[src/rtl/orion_mem_arbiter_pkg.sv]
// Shared types for the orion memory arbiter: FSM states, grant history and request bundle.
package orion_mem_arbiter_pkg;

    localparam int ADDRW = 32;
    localparam int DATAW = 32;
    localparam int MASKW = DATAW / 8;

    typedef enum logic [1:0] {
        IDLE  = 2'b00,
        GNT_I = 2'b01,
        GNT_D = 2'b10
    } arb_state_t;

    typedef enum logic {
        LAST_I = 1'b0,
        LAST_D = 1'b1
    } grant_t;

    typedef struct packed {
        logic [ADDRW-1:0] addr;
        logic             we;
        logic [MASKW-1:0] mask;
        logic [DATAW-1:0] wdata;
        logic             valid;
    } mem_req_t;

    // A limit of zero still needs a one-bit counter so the port widths stay legal.
    function automatic int streak_width(input int limit);
        return (limit > 0) ? $clog2(limit + 1) : 1;
    endfunction

endpackage

[src/rtl/orion_arb_pick.sv]
// Combinational grant decision for the memory arbiter.
// ORION_ARB_RR_EN selects round-robin; otherwise fixed data priority with a starvation override.
module orion_arb_pick
    import orion_mem_arbiter_pkg::*;
(
    input  logic       imem_valid,
    input  logic       dmem_valid,
    input  logic       starve,
    input  grant_t     last_grant,
    output arb_state_t next_grant
);

`ifdef ORION_ARB_RR_EN
    logic unused_starve;
    assign unused_starve = starve;

    always_comb begin
        next_grant = IDLE;
        if (imem_valid && dmem_valid) begin
            next_grant = (last_grant == LAST_D) ? GNT_I : GNT_D;
        end else if (dmem_valid) begin
            next_grant = GNT_D;
        end else if (imem_valid) begin
            next_grant = GNT_I;
        end
    end
`else
    grant_t unused_last_grant;
    assign unused_last_grant = last_grant;

    always_comb begin
        next_grant = IDLE;
        if (starve && imem_valid) begin
            next_grant = GNT_I;
        end else if (dmem_valid) begin
            next_grant = GNT_D;
        end else if (imem_valid) begin
            next_grant = GNT_I;
        end
    end
`endif

endmodule

[src/rtl/orion_mem_arbiter.sv]
// Shares one memory port between instruction fetch and load/store, one transaction at a time.
// Define ORION_ARB_RR_EN for round-robin arbitration instead of data priority with starvation guard.
module orion_mem_arbiter
    import orion_mem_arbiter_pkg::*;
#(
    parameter int  STARVE_LIMIT = 4,
    localparam int CNT_W        = streak_width(STARVE_LIMIT)
) (
    input  logic             clk,
    input  logic             rst_n,

    input  logic             imem_valid,
    input  logic [ADDRW-1:0] imem_addr,
    output logic [DATAW-1:0] imem_rdata,
    output logic             imem_ack,

    input  logic             dmem_valid,
    input  logic [ADDRW-1:0] dmem_addr,
    input  logic             dmem_we,
    input  logic [MASKW-1:0] dmem_mask,
    input  logic [DATAW-1:0] dmem_wdata,
    output logic [DATAW-1:0] dmem_rdata,
    output logic             dmem_ack,

    output logic             mem_valid,
    output logic [ADDRW-1:0] mem_addr,
    output logic             mem_we,
    output logic [MASKW-1:0] mem_mask,
    output logic [DATAW-1:0] mem_wdata,
    input  logic [DATAW-1:0] mem_rdata,
    input  logic             mem_ack,

    output logic             arb_busy
);

    arb_state_t       state, state_nxt, pick;
    logic [CNT_W-1:0] streak, streak_nxt;
    grant_t           last_grant, last_grant_nxt;
    logic             starve;
    mem_req_t         ireq, dreq, mux;

    // Fetches are always full-width reads.
    assign ireq = '{addr: imem_addr, we: 1'b0, mask: {MASKW{1'b1}}, wdata: {DATAW{1'b0}}, valid: imem_valid};
    assign dreq = '{addr: dmem_addr, we: dmem_we, mask: dmem_mask, wdata: dmem_wdata, valid: dmem_valid};

    assign starve = (STARVE_LIMIT > 0) && (streak == CNT_W'(STARVE_LIMIT));

    orion_arb_pick u_pick (
        .imem_valid (imem_valid),
        .dmem_valid (dmem_valid),
        .starve     (starve),
        .last_grant (last_grant),
        .next_grant (pick)
    );

    always_ff @(posedge clk or negedge rst_n) begin
        if (!rst_n) begin
            state      <= IDLE;
            streak     <= '0;
            last_grant <= LAST_I;
        end else begin
            state      <= state_nxt;
            streak     <= streak_nxt;
            last_grant <= last_grant_nxt;
        end
    end

    // The streak only moves when a new grant is issued from IDLE.
    always_comb begin
        state_nxt      = state;
        streak_nxt     = streak;
        last_grant_nxt = last_grant;
        case (state)
            IDLE: begin
                state_nxt = pick;
                if (pick == GNT_D) begin
                    last_grant_nxt = LAST_D;
`ifdef ORION_ARB_RR_EN
                    streak_nxt = '0;
`else
                    if (!imem_valid) begin
                        streak_nxt = '0;
                    end else if (!starve) begin
                        streak_nxt = streak + CNT_W'(1);
                    end
`endif
                end else if (pick == GNT_I) begin
                    last_grant_nxt = LAST_I;
                    streak_nxt     = '0;
                end
            end
            GNT_I, GNT_D: begin
                if (mem_ack) begin
                    state_nxt = IDLE;
                end
            end
            default: state_nxt = IDLE;
        endcase
    end

    always_comb begin
        mux        = '0;
        imem_ack   = 1'b0;
        imem_rdata = '0;
        dmem_ack   = 1'b0;
        dmem_rdata = '0;
        case (state)
            GNT_I: begin
                mux        = ireq;
                mux.valid  = 1'b1;
                imem_ack   = mem_ack;
                imem_rdata = mem_ack ? mem_rdata : '0;
            end
            GNT_D: begin
                mux        = dreq;
                mux.valid  = 1'b1;
                dmem_ack   = mem_ack;
                dmem_rdata = mem_ack ? mem_rdata : '0;
            end
            default: ;
        endcase
    end

    assign mem_valid = mux.valid;
    assign mem_addr  = mux.addr;
    assign mem_we    = mux.we;
    assign mem_mask  = mux.mask;
    assign mem_wdata = mux.wdata;
    assign arb_busy  = (state != IDLE);

`ifndef SYNTHESIS
    // A granted master must keep its request up until the slave completes it.
    a_imem_held: assert property (@(posedge clk) disable iff (!rst_n) (state == GNT_I) |-> ireq.valid);
    a_dmem_held: assert property (@(posedge clk) disable iff (!rst_n) (state == GNT_D) |-> dreq.valid);
`endif

endmodule

[config.mk]
export PLATFORM = sky130hd
export DESIGN_NAME = orion_mem_arbiter
export DESIGN_NICKNAME = d
export VERILOG_FILES = /design/src/rtl/orion_mem_arbiter_pkg.sv /design/src/rtl/orion_arb_pick.sv /design/src/rtl/orion_mem_arbiter.sv
export SDC_FILE = /design/constraint.sdc
export NUM_CORES = 1
export LEC_CHECK = 0
export CORE_AREA = 2 2 106 108
export DETAILED_ROUTE_END_ITERATION = 10
export DIE_AREA = 0 0 108 110
export PLACE_DENSITY = 0.59
export SLEW_MARGIN = 20
export SYNTH_ARGS = -nofsm -noshare
export SYNTH_HDL_FRONTEND = slang
export SYNTH_SLANG_ARGS = --single-unit
[constraint.sdc]
create_clock -name clk -period 1.34 [get_ports clk]
set_input_delay 0.268 -clock clk [delete_from_list [all_inputs] [get_ports clk]]
set_output_delay 0.268 -clock clk [all_outputs]
set_load 0.03 [all_outputs]
==> Word level (Yosys, flattened, before mapping) <==
Index checks and enable logic that the tools add are counted.
{ "totals": {"regBits": 5, "latchBits": 0, "ramBits": 0, "rom_bits": 0, "input_bits": 138, "out_inout_bits": 137, "word_cells": 31, "n_memories": 0} }
{ "op_classes": {"addsub": 1, "n_mul": 0, "n_div": 0, "magnitude_cmp": 0, "n_eq_ne": 7, "shifts": 0, "n_mux": 15, "bitwise_logic": 0, "n_reduce_logical": 6} }
{ "op_table": {"columns": ["cell", "count"], "rows": [
  ["one-hot mux 70 bit (2 select lines)", 1],
  ["two-way mux 32 bit", 3],
  ["two-way mux 3 bit", 4],
  ["two-way mux 2 bit", 3],
  ["== test 2 x 1 -> 1 bit, second input constant", 2],
  ["== test 2 bit, second input constant", 2],
  ["one-hot mux 2 bit (2 select lines)", 1],
  ["nonzero test 2 bit", 2],
  ["adder 3 x 1 -> 3 bit, second input constant", 1],
  ["== test 3 bit, second input constant", 1],
  ["two-way mux 1 bit", 3],
  ["inequality test 3 bit, second input constant", 1],
  ["AND reduction 3 bit", 1],
  ["logical NOT 2 bit", 1],
  ["inequality test 2 bit, second input constant", 1],
  ["OR reduction 2 bit", 1],
  ["logical AND 1 bit", 1]
]} }

==> Depth between registers and ports, before layout <==
Gate-level depths: netlist (run 1).
{ "depth": {"ltp_word": 6, "depth_mapped": 6, "mapped_depth_nobuf": 5} }

==> Hierarchy <==
Synthesis (run 1) repeated with hierarchy kept, for this count alone.
{ "hier_totals": {"cells_unflattened": 244, "hier_area_um2": 1711.6} }
{ "by_module_without_submodules": {"columns": ["module", "instances", "cells_per_inst", "area_each_um2", "seq_area_each_um2"], "rows": [
  ["orion_mem_arbiter", 1, 241, 1692.9, 150.1],
  ["orion_arb_pick", 1, 3, 18.8, 0.0]
]} }

==> Worst setup path after synthesis (run 1) <==
OpenSTA, ideal clock, no wires.
{ "synth_path": {"path_kind": "register to output", "from": "register state[0]", "to": "output mem_addr[0]", "t_arrival_ns": 1.670, "slack_ns": -0.598, "stages_incl_launch_ff": 5, "n_path_buf": 1, "cell_sequence": "dfrtp_1 > inv_1 > ha_1 > clkbuf_1 > nor2b_1"} }
{ "synth_via": {"elab_chain_len": 2, "elab_cells_between_ends": 3, "cone_classes": "eq/ne (2); mux (1)"} }
{ "synth_rtl": {"columns": ["item", "line_no", "source"], "rows": [
  ["start: declaration", "orion_mem_arbiter.sv:36", "arb_state_t state, state_nxt, pick;"],
  ["start signal: assignment", "orion_mem_arbiter.sv:62", "state <= state_nxt;"],
  ["== test 2 bit or == test 2 x 1 -> 1 bit (tied branches)", "orion_mem_arbiter.sv:107", "case (state)"],
  ["one-hot mux 70 bit (2 select lines) (*)", "orion_mem_arbiter.sv:107", null],
  ["end: declaration", "orion_mem_arbiter.sv:26", "output logic [ADDRW-1:0] mem_addr,"]
]} }
Every way passes the cells marked *; elsewhere a longest branch is shown, timed or not.

==> Worst setup path after layout (run 1) <==
{ "layout_path": {"from": "register state[1]", "to": "output mem_addr[1]"} }
The elaborated chain is that of the path after synthesis.

==> metrics.txt, run 1 <==
# TYPE chip_impl_metric gauge
chip_impl_info{name="run_status",value="complete, but fails checks"} 1
chip_impl_info{name="failed_checks",value="setup timing"} 1
chip_impl_metric{name="synthesis.nets",unit=""} 378
chip_impl_metric{name="setup_slack",unit="ns"} -0.486
chip_impl_metric{name="ir_drop",unit="V"} 0.000969
chip_impl_metric{name="globalRoute.totalOverflow",unit=""} 0
chip_impl_metric{name="grt.total_usage",unit="%"} 16.8
chip_impl_info{name="most_utilized_layer_in_the_global_route_result",value="met2"} 1
chip_impl_metric{name="final.setup_skew",unit="ns"} 0.000874
chip_impl_metric{name="first_pass_grt_wire_length",unit="µm"} 15700
chip_impl_metric{name="post_synth_num_cell_types",unit=""} 23
chip_impl_metric{name="relSlewSlack",unit="%"} 81.7
chip_impl_metric{name="power",unit="mW"} 10.4
chip_impl_metric{name="rows",unit=""} 38
chip_impl_metric{name="final_replace_weighted_congestion",unit=""} 0.806
chip_impl_metric{name="cts_inserted_buffers",unit=""} 3
chip_impl_metric{name="post_drt_via_cell_ratio",unit=""} 4.39
chip_impl_metric{name="numClockSinks",unit=""} 5
chip_impl_metric{name="worst_path_largest_cell_delay",unit="ns"} 0.42
chip_impl_metric{name="chipHeight",unit="µm"} 110
chip_impl_metric{name="worst_pin_slew",unit="ns"} 0.274
chip_impl_metric{name="area_growth",unit="%"} 289
chip_impl_info{name="worstPathCellList",value="ha_4 -> buf_8 -> buf_12 -> a22oi_2 -> nor2b_4 -> buf_6"} 1
chip_impl_metric{name="synth-warning-count",unit=""} 0
chip_impl_metric{name="leakage",unit="nW"} 2.56
chip_impl_metric{name="postRouteWirelength",unit="µm"} 11700
chip_impl_metric{name="firstDrtPassIters",unit=""} 4
chip_impl_metric{name="drtIter0Drc",unit=""} 94
chip_impl_metric{name="fp.coreArea",unit="µm²"} 10700
chip_impl_metric{name="crit_path_max_fanout",unit=""} 7
chip_impl_metric{name="fmax",unit="MHz"} 548
chip_impl_metric{name="slew_viol_final",unit=""} 0
chip_impl_metric{name="floorplan.io_pins",unit=""} 275
chip_impl_metric{name="antenna_cells",unit=""} 0
chip_impl_metric{name="critical_path_arrival",unit="ns"} 1.56
chip_impl_metric{name="synth_top_area_share",unit="%"} 25.2
chip_impl_metric{name="synth_area",unit="µm²"} 1590
chip_impl_info{name="timing.hold.worst.class",value="primary input to asynchronous set/reset pin"} 1
chip_impl_info{name="setup.worst_path.start_class",value="flip-flop"} 1
chip_impl_metric{name="vias_post_dr",unit=""} 2913
chip_impl_metric{name="via_count_of_the_first_global_routing_pass",unit=""} 2772
chip_impl_metric{name="postSynthCellCount",unit=""} 235
chip_impl_metric{name="ys_ff_latch",unit=""} 5
chip_impl_metric{name="insertion_delay",unit="ns"} 0.22
chip_impl_metric{name="post_route_cells_drive_above_1_share",unit="%"} 68.7
chip_impl_metric{name="clock_path_buffers",unit=""} 2
chip_impl_metric{name="synth-seq-area-share",unit="%"} 7.88
chip_impl_metric{name="path_buf_inv",unit=""} 3
chip_impl_info{name="cts.root.buffer_cell",value="sky130_fd_sc_hd__clkbuf_8"} 1
chip_impl_metric{name="setup_viol_count_final",unit=""} 138
chip_impl_metric{name="port_buffers",unit=""} 274
chip_impl_metric{name="htreeDepth",unit=""} 1
chip_impl_info{name="cpLargestDelayFamily",value="buffers and inverters"} 1
chip_impl_info{name="layout_commonest_cell",value="sky130_fd_sc_hd__buf_6"} 1
chip_impl_metric{name="post_layout_nonfiller_instances",unit=""} 664
chip_impl_metric{name="grt_max_degree",unit=""} 49
chip_impl_metric{name="rr_worst_depth",unit=""} 6
chip_impl_metric{name="finalCritPeriodShare",unit="%"} 136
chip_impl_metric{name="place_ws",unit="ns"} -0.292
chip_impl_info{name="worst-setup-path-type",value="flip-flop to primary output"} 1
chip_impl_metric{name="final.min_clock_period",unit="ns"} 1.83
chip_impl_metric{name="drv_cap",unit=""} 0
chip_impl_metric{name="placedCellCount",unit=""} 637
chip_impl_metric{name="drc",unit=""} 0
chip_impl_metric{name="die_area",unit="µm²"} 11900
chip_impl_info{name="most-common-layout-cells",value="140 x sky130_fd_sc_hd__buf_6, 136 x sky130_fd_sc_hd__clkdlybuf4s50_1, 54 x sky130_fd_sc_hd__and3_4"} 1
chip_impl_metric{name="cellPowerDensity",unit="nW/µm²"} 1680
chip_impl_info{name="tritoncts_clock_tree",value="done"} 1
chip_impl_metric{name="finish.net_count",unit=""} 668
chip_impl_metric{name="cp.depth",unit=""} 6
chip_impl_metric{name="mean_routed_wirelength_per_cell",unit="µm"} 17.7
chip_impl_metric{name="dp_hpwl",unit="µm"} 8360
chip_impl_metric{name="drtAntennaViolNets",unit=""} 0
chip_impl_info{name="timing.critical_path.slowest_stage_cell",value="sky130_fd_sc_hd__dfrtp_1"} 1
chip_impl_metric{name="floorplan.die.width",unit="µm"} 108
chip_impl_info{name="synth.largest_area_cell",value="sky130_fd_sc_hd__and3_1"} 1
chip_impl_metric{name="grt_util_met1",unit="%"} 19.8
chip_impl_metric{name="postSynthAreaPerCell",unit="µm²"} 6.76
chip_impl_metric{name="cp_data_required_time",unit="ns"} 1.07
chip_impl_info{name="synth.area.top_cells",value="sky130_fd_sc_hd__and3_1 25%, sky130_fd_sc_hd__a22oi_1 15%, sky130_fd_sc_hd__nor2b_1 14%"} 1
chip_impl_info{name="grt_setup_unrepaired",value="yes"} 1
chip_impl_metric{name="floorplan.initialDensity",unit="%"} 14.8
chip_impl_metric{name="count_of_final_hold_check_violations",unit=""} 0
chip_impl_metric{name="grt.met3_usage",unit="%"} 2.76
chip_impl_info{name="end_kind",value="primary output"} 1
chip_impl_metric{name="grt_use_met2",unit="%"} 32.3
chip_impl_metric{name="antenna_violations_before_repair",unit=""} 0
chip_impl_metric{name="clk_pin_slew",unit="ns"} 0.04
==> through the flow <==
| stage | hold WS [ns] | area, µm² | TNS, ns | utilization, % |
|---|---|---|---|---|
| finish | 0.294 | 6170 | -57.83 | 57.7 |
| global route | 0.305 | 6170 | -65.51 | 57.7 |
| CTS | 0.296 | 5870 | -59.95 | 54.8 |
| detailed placement | 0.523 | 5080 | -32.57 | 47.5 |
| global placement | 0.492 | 5080 | -30.17 | 47.5 |
| floorplan | -0.0276 | 2400 | -16.09 | - |
==> final cells by class <==
| class | instances | area [µm²] |
|---|---|---|
| tap | 140 | 175 |
| inverter | 6 | 22.5 |
| timing repair buffer | 314 | 3690 |
| clock buffer | 4 | 45.0 |
| fill | 912 | 4530 |
| multi-input combinational | 195 | 2120 |
| sequential | 5 | 125 |
==> worst register-to-register path: cells and delay by family (launching register included) <==
kind | cells | cell delay [ns]
adders and majority gates | 1 | 0.33
AOI/OAI and AO/OA | 2 | 0.20
and+or+nand+nor | 1 | 0.20
buffers and inverters | 2 | 0.18
DFF | 1 | 0.37
==> report_power, final <==
group,switching (mW),total (mW),internal [mW]
combinational,4.42,9.84,5.41
sequential,0.0523,0.255,0.202
clock,0.0701,0.274,0.204
==> path summary, 6_finish.rpt <==
kind | startpoint | to | slack, ns
max in group asynchronous | rst_n | state[0]$_DFFE_PN0P_ | 0.83
max | state[1]$_DFFE_PN0P_ | mem_addr[1] | -0.49
max reg2reg | state[0]$_DFFE_PN0P_ | state[0]$_DFFE_PN0P_ | -0.07
min | rst_n | streak[0]$_DFFE_PN0P_ | 0.29
min reg2reg | streak[1]$_DFFE_PN0P_ | streak[1]$_DFFE_PN0P_ | 0.52
min in group clk | streak[1]$_DFFE_PN0P_ | streak[1]$_DFFE_PN0P_ | 0.52
==> per-layer routing <==
| metal | routed length [µm] | up-vias |
|---|---|---|
| met5 | 0 | - |
| met4 | 108 | 0 |
| met3 | 836 | 8 |
| met2 | 6390 | 130 |
| met1 | 4400 | 1367 |
| li1 | - | 1408 |
==> registers in the layout, indices dropped and copies added, names as in the netlist <==
register  count
state         2
streak        3
==> logic make-up after synthesis <==
logic type,synth area share [%]
AO/OA/AOI/OAI,19.5
flip-flops,7.88
AND/OR/NAND/NOR,56.7
buffers and inverters,11.9
adder cells (fa/ha/maj),3.94
==> what timing repair did <==
| action | 4_1_cts | 5_1_grt |
|---|---|---|
| cloned | 7 | 5 |
| pin swaps | 15 | 8 |
| resized for setup | 118 | 61 |
| endpoints found under the setup margin | 138 | 142 |
| endpoints found under the hold margin | 0 | 0 |
| hold buffers | 0 | 0 |
| setup buffers | 9 | 4 |
==> Yosys cell counts <==
cell type and instances:
sky130_fd_sc_hd__a211oi_1 1, sky130_fd_sc_hd__a21o_1 1, sky130_fd_sc_hd__a21oi_1 4, sky130_fd_sc_hd__a22oi_1 32
sky130_fd_sc_hd__a32o_1 1, sky130_fd_sc_hd__and2_1 35, sky130_fd_sc_hd__and2b_1 1, sky130_fd_sc_hd__and3_1 64
sky130_fd_sc_hd__buf_2 10, sky130_fd_sc_hd__buf_4 2, sky130_fd_sc_hd__buf_6 4, sky130_fd_sc_hd__clkbuf_1 7
sky130_fd_sc_hd__clkbuf_2 6, sky130_fd_sc_hd__dfrtp_1 5, sky130_fd_sc_hd__ha_1 5, sky130_fd_sc_hd__inv_1 6
sky130_fd_sc_hd__nand2_1 5, sky130_fd_sc_hd__nand2b_1 1, sky130_fd_sc_hd__nand3_1 2, sky130_fd_sc_hd__nand3b_1 1
sky130_fd_sc_hd__nand4_1 1, sky130_fd_sc_hd__nor2b_1 36, sky130_fd_sc_hd__o21ai_0 5
No activity file was read; power rests on OpenSTA's default activity.
==> run 2: changes to the inputs <==
--- a/config.mk
+++ b/config.mk
@@ -9,6 +9,7 @@
 export DETAILED_ROUTE_END_ITERATION = 10
 export DIE_AREA = 0 0 108 110
 export PLACE_DENSITY = 0.59
+export REMOVE_ABC_BUFFERS = 1
 export SLEW_MARGIN = 20
 export SYNTH_ARGS = -nofsm -noshare
 export SYNTH_HDL_FRONTEND = slang
==> metrics.txt, run 2 (synthesis results as in run 1) <==
# TYPE chip_impl_metric gauge
chip_impl_metric{name="setup_viol_count_final",unit=""} 138
chip_impl_metric{name="ir_drop",unit="V"} 0.000822
chip_impl_metric{name="floorplan.die.width",unit="µm"} 108
chip_impl_metric{name="worst_path_largest_cell_delay",unit="ns"} 0.39
chip_impl_info{name="setup.worst_path.start_class",value="flip-flop"} 1
chip_impl_info{name="run_status",value="complete, but fails checks"} 1
chip_impl_metric{name="antenna_cells",unit=""} 0
chip_impl_metric{name="critical_path_arrival",unit="ns"} 1.55
chip_impl_metric{name="first_pass_grt_wire_length",unit="µm"} 15700
chip_impl_metric{name="firstDrtPassIters",unit=""} 4
chip_impl_info{name="grt_setup_unrepaired",value="yes"} 1
chip_impl_metric{name="count_of_final_hold_check_violations",unit=""} 0
chip_impl_info{name="layout_commonest_cell",value="sky130_fd_sc_hd__clkdlybuf4s50_1"} 1
chip_impl_metric{name="chipHeight",unit="µm"} 110
chip_impl_metric{name="finish.net_count",unit=""} 656
chip_impl_metric{name="fmax",unit="MHz"} 551
chip_impl_metric{name="postRouteWirelength",unit="µm"} 11800
chip_impl_metric{name="relSlewSlack",unit="%"} 82.7
chip_impl_info{name="cts.root.buffer_cell",value="sky130_fd_sc_hd__clkbuf_8"} 1
chip_impl_metric{name="drv_cap",unit=""} 0
chip_impl_metric{name="post_drt_via_cell_ratio",unit=""} 4.44
chip_impl_metric{name="dp_hpwl",unit="µm"} 8060
chip_impl_metric{name="area_growth",unit="%"} 234
chip_impl_info{name="biggestRegsByFlops",value="streak (3), state (2)"} 1
chip_impl_info{name="cpLargestDelayFamily",value="buffers and inverters"} 1
chip_impl_info{name="registers.top_by_ff_count",value="streak"} 1
chip_impl_metric{name="grt.total_usage",unit="%"} 17.0
chip_impl_metric{name="drtAntennaViolNets",unit=""} 0
chip_impl_metric{name="finalHoldWorstSlack",unit="ns"} 0.286
chip_impl_metric{name="finalCritPeriodShare",unit="%"} 135
chip_impl_metric{name="clk_pin_slew",unit="ns"} 0.03
chip_impl_metric{name="final.fill_count",unit=""} 1024
chip_impl_metric{name="cp_data_required_time",unit="ns"} 1.07
chip_impl_metric{name="fp.coreArea",unit="µm²"} 10700
chip_impl_metric{name="clock_path_buffers",unit=""} 2
chip_impl_info{name="timing.hold.worst.class",value="primary input to asynchronous set/reset pin"} 1
chip_impl_metric{name="mean_routed_wirelength_per_cell",unit="µm"} 18.1
chip_impl_metric{name="vias_post_dr",unit=""} 2895
chip_impl_metric{name="floorplan.io_pins",unit=""} 275
chip_impl_info{name="failed_checks",value="setup timing"} 1
chip_impl_metric{name="via_count_of_the_first_global_routing_pass",unit=""} 2748
chip_impl_info{name="tritoncts_clock_tree",value="done"} 1
chip_impl_info{name="most-common-layout-cells",value="137 x sky130_fd_sc_hd__clkdlybuf4s50_1, 109 x sky130_fd_sc_hd__buf_6, 53 x sky130_fd_sc_hd__and3_1"} 1
chip_impl_metric{name="drc",unit=""} 0
chip_impl_metric{name="globalRoute.totalOverflow",unit=""} 0
chip_impl_metric{name="slew_viol_final",unit=""} 0
chip_impl_metric{name="crit_path_max_fanout",unit=""} 17
chip_impl_metric{name="htreeDepth",unit=""} 1
chip_impl_metric{name="final_total_negative_setup_slack",unit="ns"} -57.46
chip_impl_metric{name="post_route_cells_drive_above_1_share",unit="%"} 46.7
chip_impl_metric{name="rows",unit=""} 38
chip_impl_metric{name="port_buffers",unit=""} 274
chip_impl_metric{name="leakage",unit="nW"} 2.42
chip_impl_metric{name="final.min_clock_period",unit="ns"} 1.81
chip_impl_metric{name="numClockSinks",unit=""} 5
chip_impl_metric{name="grt_max_degree",unit=""} 68
chip_impl_info{name="timing.critical_path.slowest_stage_cell",value="sky130_fd_sc_hd__dfrtp_1"} 1
chip_impl_metric{name="final.setup_skew",unit="ns"} 0.0000590
chip_impl_metric{name="cts_inserted_buffers",unit=""} 3
chip_impl_metric{name="drtIter0Drc",unit=""} 101
chip_impl_metric{name="die_area",unit="µm²"} 11900
chip_impl_info{name="end_kind",value="primary output"} 1
chip_impl_metric{name="antenna_violations_before_repair",unit=""} 0
chip_impl_metric{name="path_buf_inv",unit=""} 3
chip_impl_metric{name="insertion_delay",unit="ns"} 0.22
chip_impl_info{name="worstPathCellList",value="buf_6 -> ha_4 -> buf_12 -> a22oi_1 -> nor2b_1 -> buf_4"} 1
chip_impl_metric{name="worst_pin_slew",unit="ns"} 0.259
chip_impl_metric{name="setup_slack",unit="ns"} -0.474
chip_impl_metric{name="floorplan.initialDensity",unit="%"} 14.8
chip_impl_metric{name="largest_register_ff_count",unit=""} 3
chip_impl_info{name="worst-setup-path-type",value="flip-flop to primary output"} 1
chip_impl_metric{name="cellPowerDensity",unit="nW/µm²"} 1660
chip_impl_metric{name="final_replace_weighted_congestion",unit=""} 0.863
-- run 2: final cells by class --
cell class                      instances  area (µm²)  area share, %
Tap cell                              140         175           3.30
Inverter                                6        22.5          0.424
Sequential cell                         5         125           2.36
Multi-Input combinational cell        195        1560           29.5
Timing Repair Buffer                  302        3380           63.6
Clock buffer                            4        45.0          0.848
-- run 2: what timing repair did --
item                       4_1_cts  5_1_grt
hold buffers                     0        0
gates cloned                     5        5
buffers inserted                 6        0
gates resized for setup        133       61
setup endpoints to repair      139      141
pin swaps                        7        3
-- run 2: path summary, 6_finish.rpt --
| kind | end | cells past startpoint | startpoint | slack (ns) |
|---|---|---|---|---|
| worst max-delay path | mem_addr[21] | 6 | state[0]$_DFFE_PN0P_ | -0.47 |
| worst max register to register | state[0]$_DFFE_PN0P_ | 6 | state[0]$_DFFE_PN0P_ | -0.10 |
| min in group clk | streak[1]$_DFFE_PN0P_ | 2 | streak[1]$_DFFE_PN0P_ | 0.50 |
| worst min register to register | streak[1]$_DFFE_PN0P_ | 2 | streak[1]$_DFFE_PN0P_ | 0.50 |
| worst min-delay path | state[1]$_DFFE_PN0P_ | 1 | rst_n | 0.29 |
| max in group asynchronous | streak[0]$_DFFE_PN0P_ | 1 | rst_n | 0.85 |
-- run 2: power breakdown --
part	internal (mW)	switching [mW]
combinational	4.24	4.05
sequential	0.202	0.0430
clock	0.204	0.0715
-- run 2: stage by stage --
step	cells	util, %	total power [mW]	worst slack, ns	instance area, µm²
after floorplan	206	-	3.44	-1.50	1420
after global placement	632	39.9	6.12	-0.291	4270
after detailed placement	632	39.9	6.15	-0.336	4270
after CTS	647	46.5	8.00	-0.475	4970
after global routing	652	49.6	9.24	-0.549	5310
final	652	49.6	8.81	-0.474	5310
-- run 2: metal layers --
metal  up-vias  track usage [%]  part of all wire [%]
met1      1363             19.9                    38
met2       129             32.2                    53
li1       1385                -                     -
met4         0             4.67                   2.8
met5         -                0                     0
met3        18             2.53                   6.3
==> run 3: changes to the inputs <==
--- a/config.mk
+++ b/config.mk
@@ -5,10 +5,11 @@
 export SDC_FILE = /design/constraint.sdc
 export NUM_CORES = 1
 export LEC_CHECK = 0
-export CORE_AREA = 2 2 106 108
+export CORE_AREA = 2 2 108 110
+export CTS_CLUSTER_DIAMETER = 100
 export DETAILED_ROUTE_END_ITERATION = 10
-export DIE_AREA = 0 0 108 110
-export PLACE_DENSITY = 0.59
+export DIE_AREA = 0 0 110 112
+export PLACE_DENSITY_LB_ADDON = 0.2
 export REMOVE_ABC_BUFFERS = 1
 export SLEW_MARGIN = 20
 export SYNTH_ARGS = -nofsm -noshare
==> constraint.sdc (replaced) <==
create_clock -name clk -period 1.7 [get_ports clk]
set_input_delay 0.34 -clock clk [delete_from_list [all_inputs] [get_ports clk]]
set_output_delay 0.34 -clock clk [all_outputs]
set_load 0.03 [all_outputs]
==> metrics.txt, run 3 (synthesis results as in run 1) <==
# TYPE chip_impl_metric gauge
chip_impl_info{name="run_status",value="complete, but fails checks"} 1
chip_impl_info{name="failed_checks",value="setup timing"} 1
chip_impl_metric{name="mean_routed_wirelength_per_cell",unit="µm"} 17.6
chip_impl_info{name="most-common-layout-cells",value="137 x sky130_fd_sc_hd__clkdlybuf4s50_1, 88 x sky130_fd_sc_hd__buf_4, 55 x sky130_fd_sc_hd__and3_1"} 1
chip_impl_metric{name="critical_path_arrival",unit="ns"} 1.57
chip_impl_info{name="timing.critical_path.slowest_stage_cell",value="sky130_fd_sc_hd__dfrtp_1"} 1
chip_impl_metric{name="floorplan.initialDensity",unit="%"} 14.2
chip_impl_metric{name="grt_util_met1",unit="%"} 19.4
chip_impl_info{name="tritoncts_clock_tree",value="done"} 1
chip_impl_metric{name="ir_drop",unit="V"} 0.000790
chip_impl_metric{name="finalCritPeriodShare",unit="%"} 112
chip_impl_metric{name="chipHeight",unit="µm"} 112
chip_impl_metric{name="finalHoldWorstSlack",unit="ns"} 0.344
chip_impl_metric{name="cts_hold_repair.buffers",unit=""} 0
chip_impl_info{name="biggestRegsByFlops",value="streak (3), state (2)"} 1
chip_impl_metric{name="drv_cap",unit=""} 0
chip_impl_info{name="worstPathCellList",value="inv_2 -> ha_4 -> clkbuf_16 -> nor2b_1 -> buf_4"} 1
chip_impl_metric{name="insertion_delay",unit="ns"} 0.22
chip_impl_metric{name="placedInstanceArea",unit="µm²"} 4330
chip_impl_metric{name="largest_register_ff_count",unit=""} 3
chip_impl_metric{name="crit_path_max_fanout",unit=""} 14
chip_impl_metric{name="relSlewSlack",unit="%"} 77.9
chip_impl_metric{name="cts_inserted_buffers",unit=""} 3
chip_impl_metric{name="r2r_slack",unit="ns"} 0.23
chip_impl_metric{name="port_buffers",unit=""} 274
chip_impl_metric{name="setup_viol_count_final",unit=""} 136
chip_impl_metric{name="final.min_clock_period",unit="ns"} 1.91
chip_impl_metric{name="grt_max_degree",unit=""} 54
chip_impl_metric{name="postLayoutCoreUtil",unit="%"} 44.8
chip_impl_info{name="layout_commonest_cell",value="sky130_fd_sc_hd__clkdlybuf4s50_1"} 1
chip_impl_metric{name="path_buf_inv",unit=""} 3
chip_impl_metric{name="final_replace_weighted_congestion",unit=""} 0.782
chip_impl_metric{name="worst_path_largest_cell_delay",unit="ns"} 0.41
chip_impl_metric{name="cellPowerDensity",unit="nW/µm²"} 1310
chip_impl_metric{name="first_pass_grt_wire_length",unit="µm"} 15300
chip_impl_metric{name="finish.net_count",unit=""} 650
chip_impl_metric{name="count_of_final_hold_check_violations",unit=""} 0
chip_impl_metric{name="postRouteWirelength",unit="µm"} 11400
chip_impl_metric{name="post_route_cells_drive_above_1_share",unit="%"} 44.1
chip_impl_info{name="cpLargestDelayFamily",value="buffers and inverters"} 1
chip_impl_info{name="end_kind",value="primary output"} 1
chip_impl_metric{name="place_ws",unit="ns"} -0.0861
chip_impl_metric{name="grt.total_usage",unit="%"} 16.0
chip_impl_metric{name="clock_path_buffers",unit=""} 2
chip_impl_info{name="setup.worst_path.start_class",value="flip-flop"} 1
chip_impl_info{name="worst-setup-path-type",value="flip-flop to primary output"} 1
chip_impl_metric{name="dp_hpwl",unit="µm"} 8460
chip_impl_metric{name="leakage",unit="nW"} 2.34
chip_impl_metric{name="floorplan.io_pins",unit=""} 275
chip_impl_metric{name="floorplan.die.width",unit="µm"} 110
chip_impl_info{name="timing.hold.worst.class",value="primary input to asynchronous set/reset pin"} 1
chip_impl_metric{name="cp_data_required_time",unit="ns"} 1.36
chip_impl_metric{name="area_growth",unit="%"} 215
chip_impl_metric{name="vias_post_dr",unit=""} 2758
chip_impl_metric{name="drc",unit=""} 0
chip_impl_metric{name="grt_use_met2",unit="%"} 29.9
chip_impl_metric{name="setup_slack",unit="ns"} -0.211
chip_impl_metric{name="numClockSinks",unit=""} 5
chip_impl_metric{name="post_drt_via_cell_ratio",unit=""} 4.24
chip_impl_metric{name="via_count_of_the_first_global_routing_pass",unit=""} 2692
chip_impl_metric{name="rows",unit=""} 39
chip_impl_metric{name="die_area",unit="µm²"} 12300
chip_impl_metric{name="clk_pin_slew",unit="ns"} 0.03
chip_impl_metric{name="globalRoute.totalOverflow",unit=""} 0
chip_impl_info{name="registers.top_by_ff_count",value="streak"} 1
chip_impl_info{name="most_utilized_layer_in_the_global_route_result",value="met2"} 1
chip_impl_metric{name="drtAntennaViolNets",unit=""} 0
chip_impl_metric{name="drtIter0Drc",unit=""} 122
chip_impl_metric{name="antenna_violations_before_repair",unit=""} 1
chip_impl_metric{name="grt.met3_usage",unit="%"} 3.22
chip_impl_metric{name="power",unit="mW"} 6.54
chip_impl_info{name="grt_setup_unrepaired",value="yes"} 1
chip_impl_metric{name="fp.coreArea",unit="µm²"} 11200
chip_impl_metric{name="final.setup_skew",unit="ns"} 0.00121
chip_impl_metric{name="firstDrtPassIters",unit=""} 4
chip_impl_metric{name="slew_viol_final",unit=""} 0
chip_impl_info{name="cts.root.buffer_cell",value="sky130_fd_sc_hd__clkbuf_16"} 1
chip_impl_metric{name="stdcell_area",unit="µm²"} 5010
chip_impl_metric{name="htreeDepth",unit=""} 1
chip_impl_metric{name="worst_pin_slew",unit="ns"} 0.328
chip_impl_metric{name="fmax",unit="MHz"} 523
run 3: changes by cell type in the layout (fill, tap and decap cells not counted), moves of 3 or more:
| cell | before | now |
|---|---|---|
| sky130_fd_sc_hd__buf_4 | 32 | 88 |
| sky130_fd_sc_hd__a22oi_1 | 18 | 24 |
| sky130_fd_sc_hd__buf_16 | 5 | 2 |
| sky130_fd_sc_hd__clkbuf_8 | 3 | 0 |
| sky130_fd_sc_hd__buf_12 | 15 | 21 |
| sky130_fd_sc_hd__nor2b_4 | 5 | 2 |
| sky130_fd_sc_hd__o21ai_0 | 1 | 5 |
| sky130_fd_sc_hd__a22oi_2 | 14 | 8 |
| sky130_fd_sc_hd__buf_6 | 109 | 44 |
| sky130_fd_sc_hd__o21ai_1 | 4 | 0 |
run 3: layout make-up:
class                      instances  area, µm²
multi-input combinational        195       1510
antenna                            1       2.50
clock buffer                       4       78.8
sequential                         5        125
timing repair buffer             296       3090
fill                            1088       6170
inverter                           6       22.5
tap                              143        179
run 3: what timing repair did:
item / CTS / global route
endpoints found under the hold margin: 0 / 0
cloned: 3 / 3
pin swaps: 0 / 2
buffers inserted: 4 / 0
resized for setup: 73 / 41
endpoints found under the setup margin: 136 / 136
run 3: power breakdown:
| group | switching [mW] | internal (mW) |
|---|---|---|
| clock | 0.0701 | 0.310 |
| sequential | 0.0396 | 0.160 |
| combinational | 3.01 | 2.95 |
run 3: worst paths after layout:
| kind | from | to | cells past startpoint |
|---|---|---|---|
| max reg2reg | state[1]$_DFFE_PN0P_ | state[0]$_DFFE_PN0P_ | 6 |
| min | rst_n | state[0]$_DFFE_PN0P_ | 1 |
| max in group asynchronous | rst_n | streak[0]$_DFFE_PN0P_ | 1 |
| min reg2reg | streak[1]$_DFFE_PN0P_ | streak[1]$_DFFE_PN0P_ | 2 |
| min in group clk | streak[1]$_DFFE_PN0P_ | streak[1]$_DFFE_PN0P_ | 2 |
| max | state[1]$_DFFE_PN0P_ | mem_addr[0] | 5 |
run 3: stage by stage:
step / setup TNS [ns] / instances
6_report: -19.38 / 650
5_1_grt: -28.71 / 649
4_1_cts: -17.07 / 647
3_5_place_dp: -2.99 / 636
3_3_place_gp: -2.55 / 636
2_1_floorplan: -124.88 / 206
run 3: per-layer routing:
layer  routed length, µm  up-vias
li1                    -     1368
met1                4620     1276
met2                5800      110
met3                 942        4
met4                  45        0
met5                   0        -
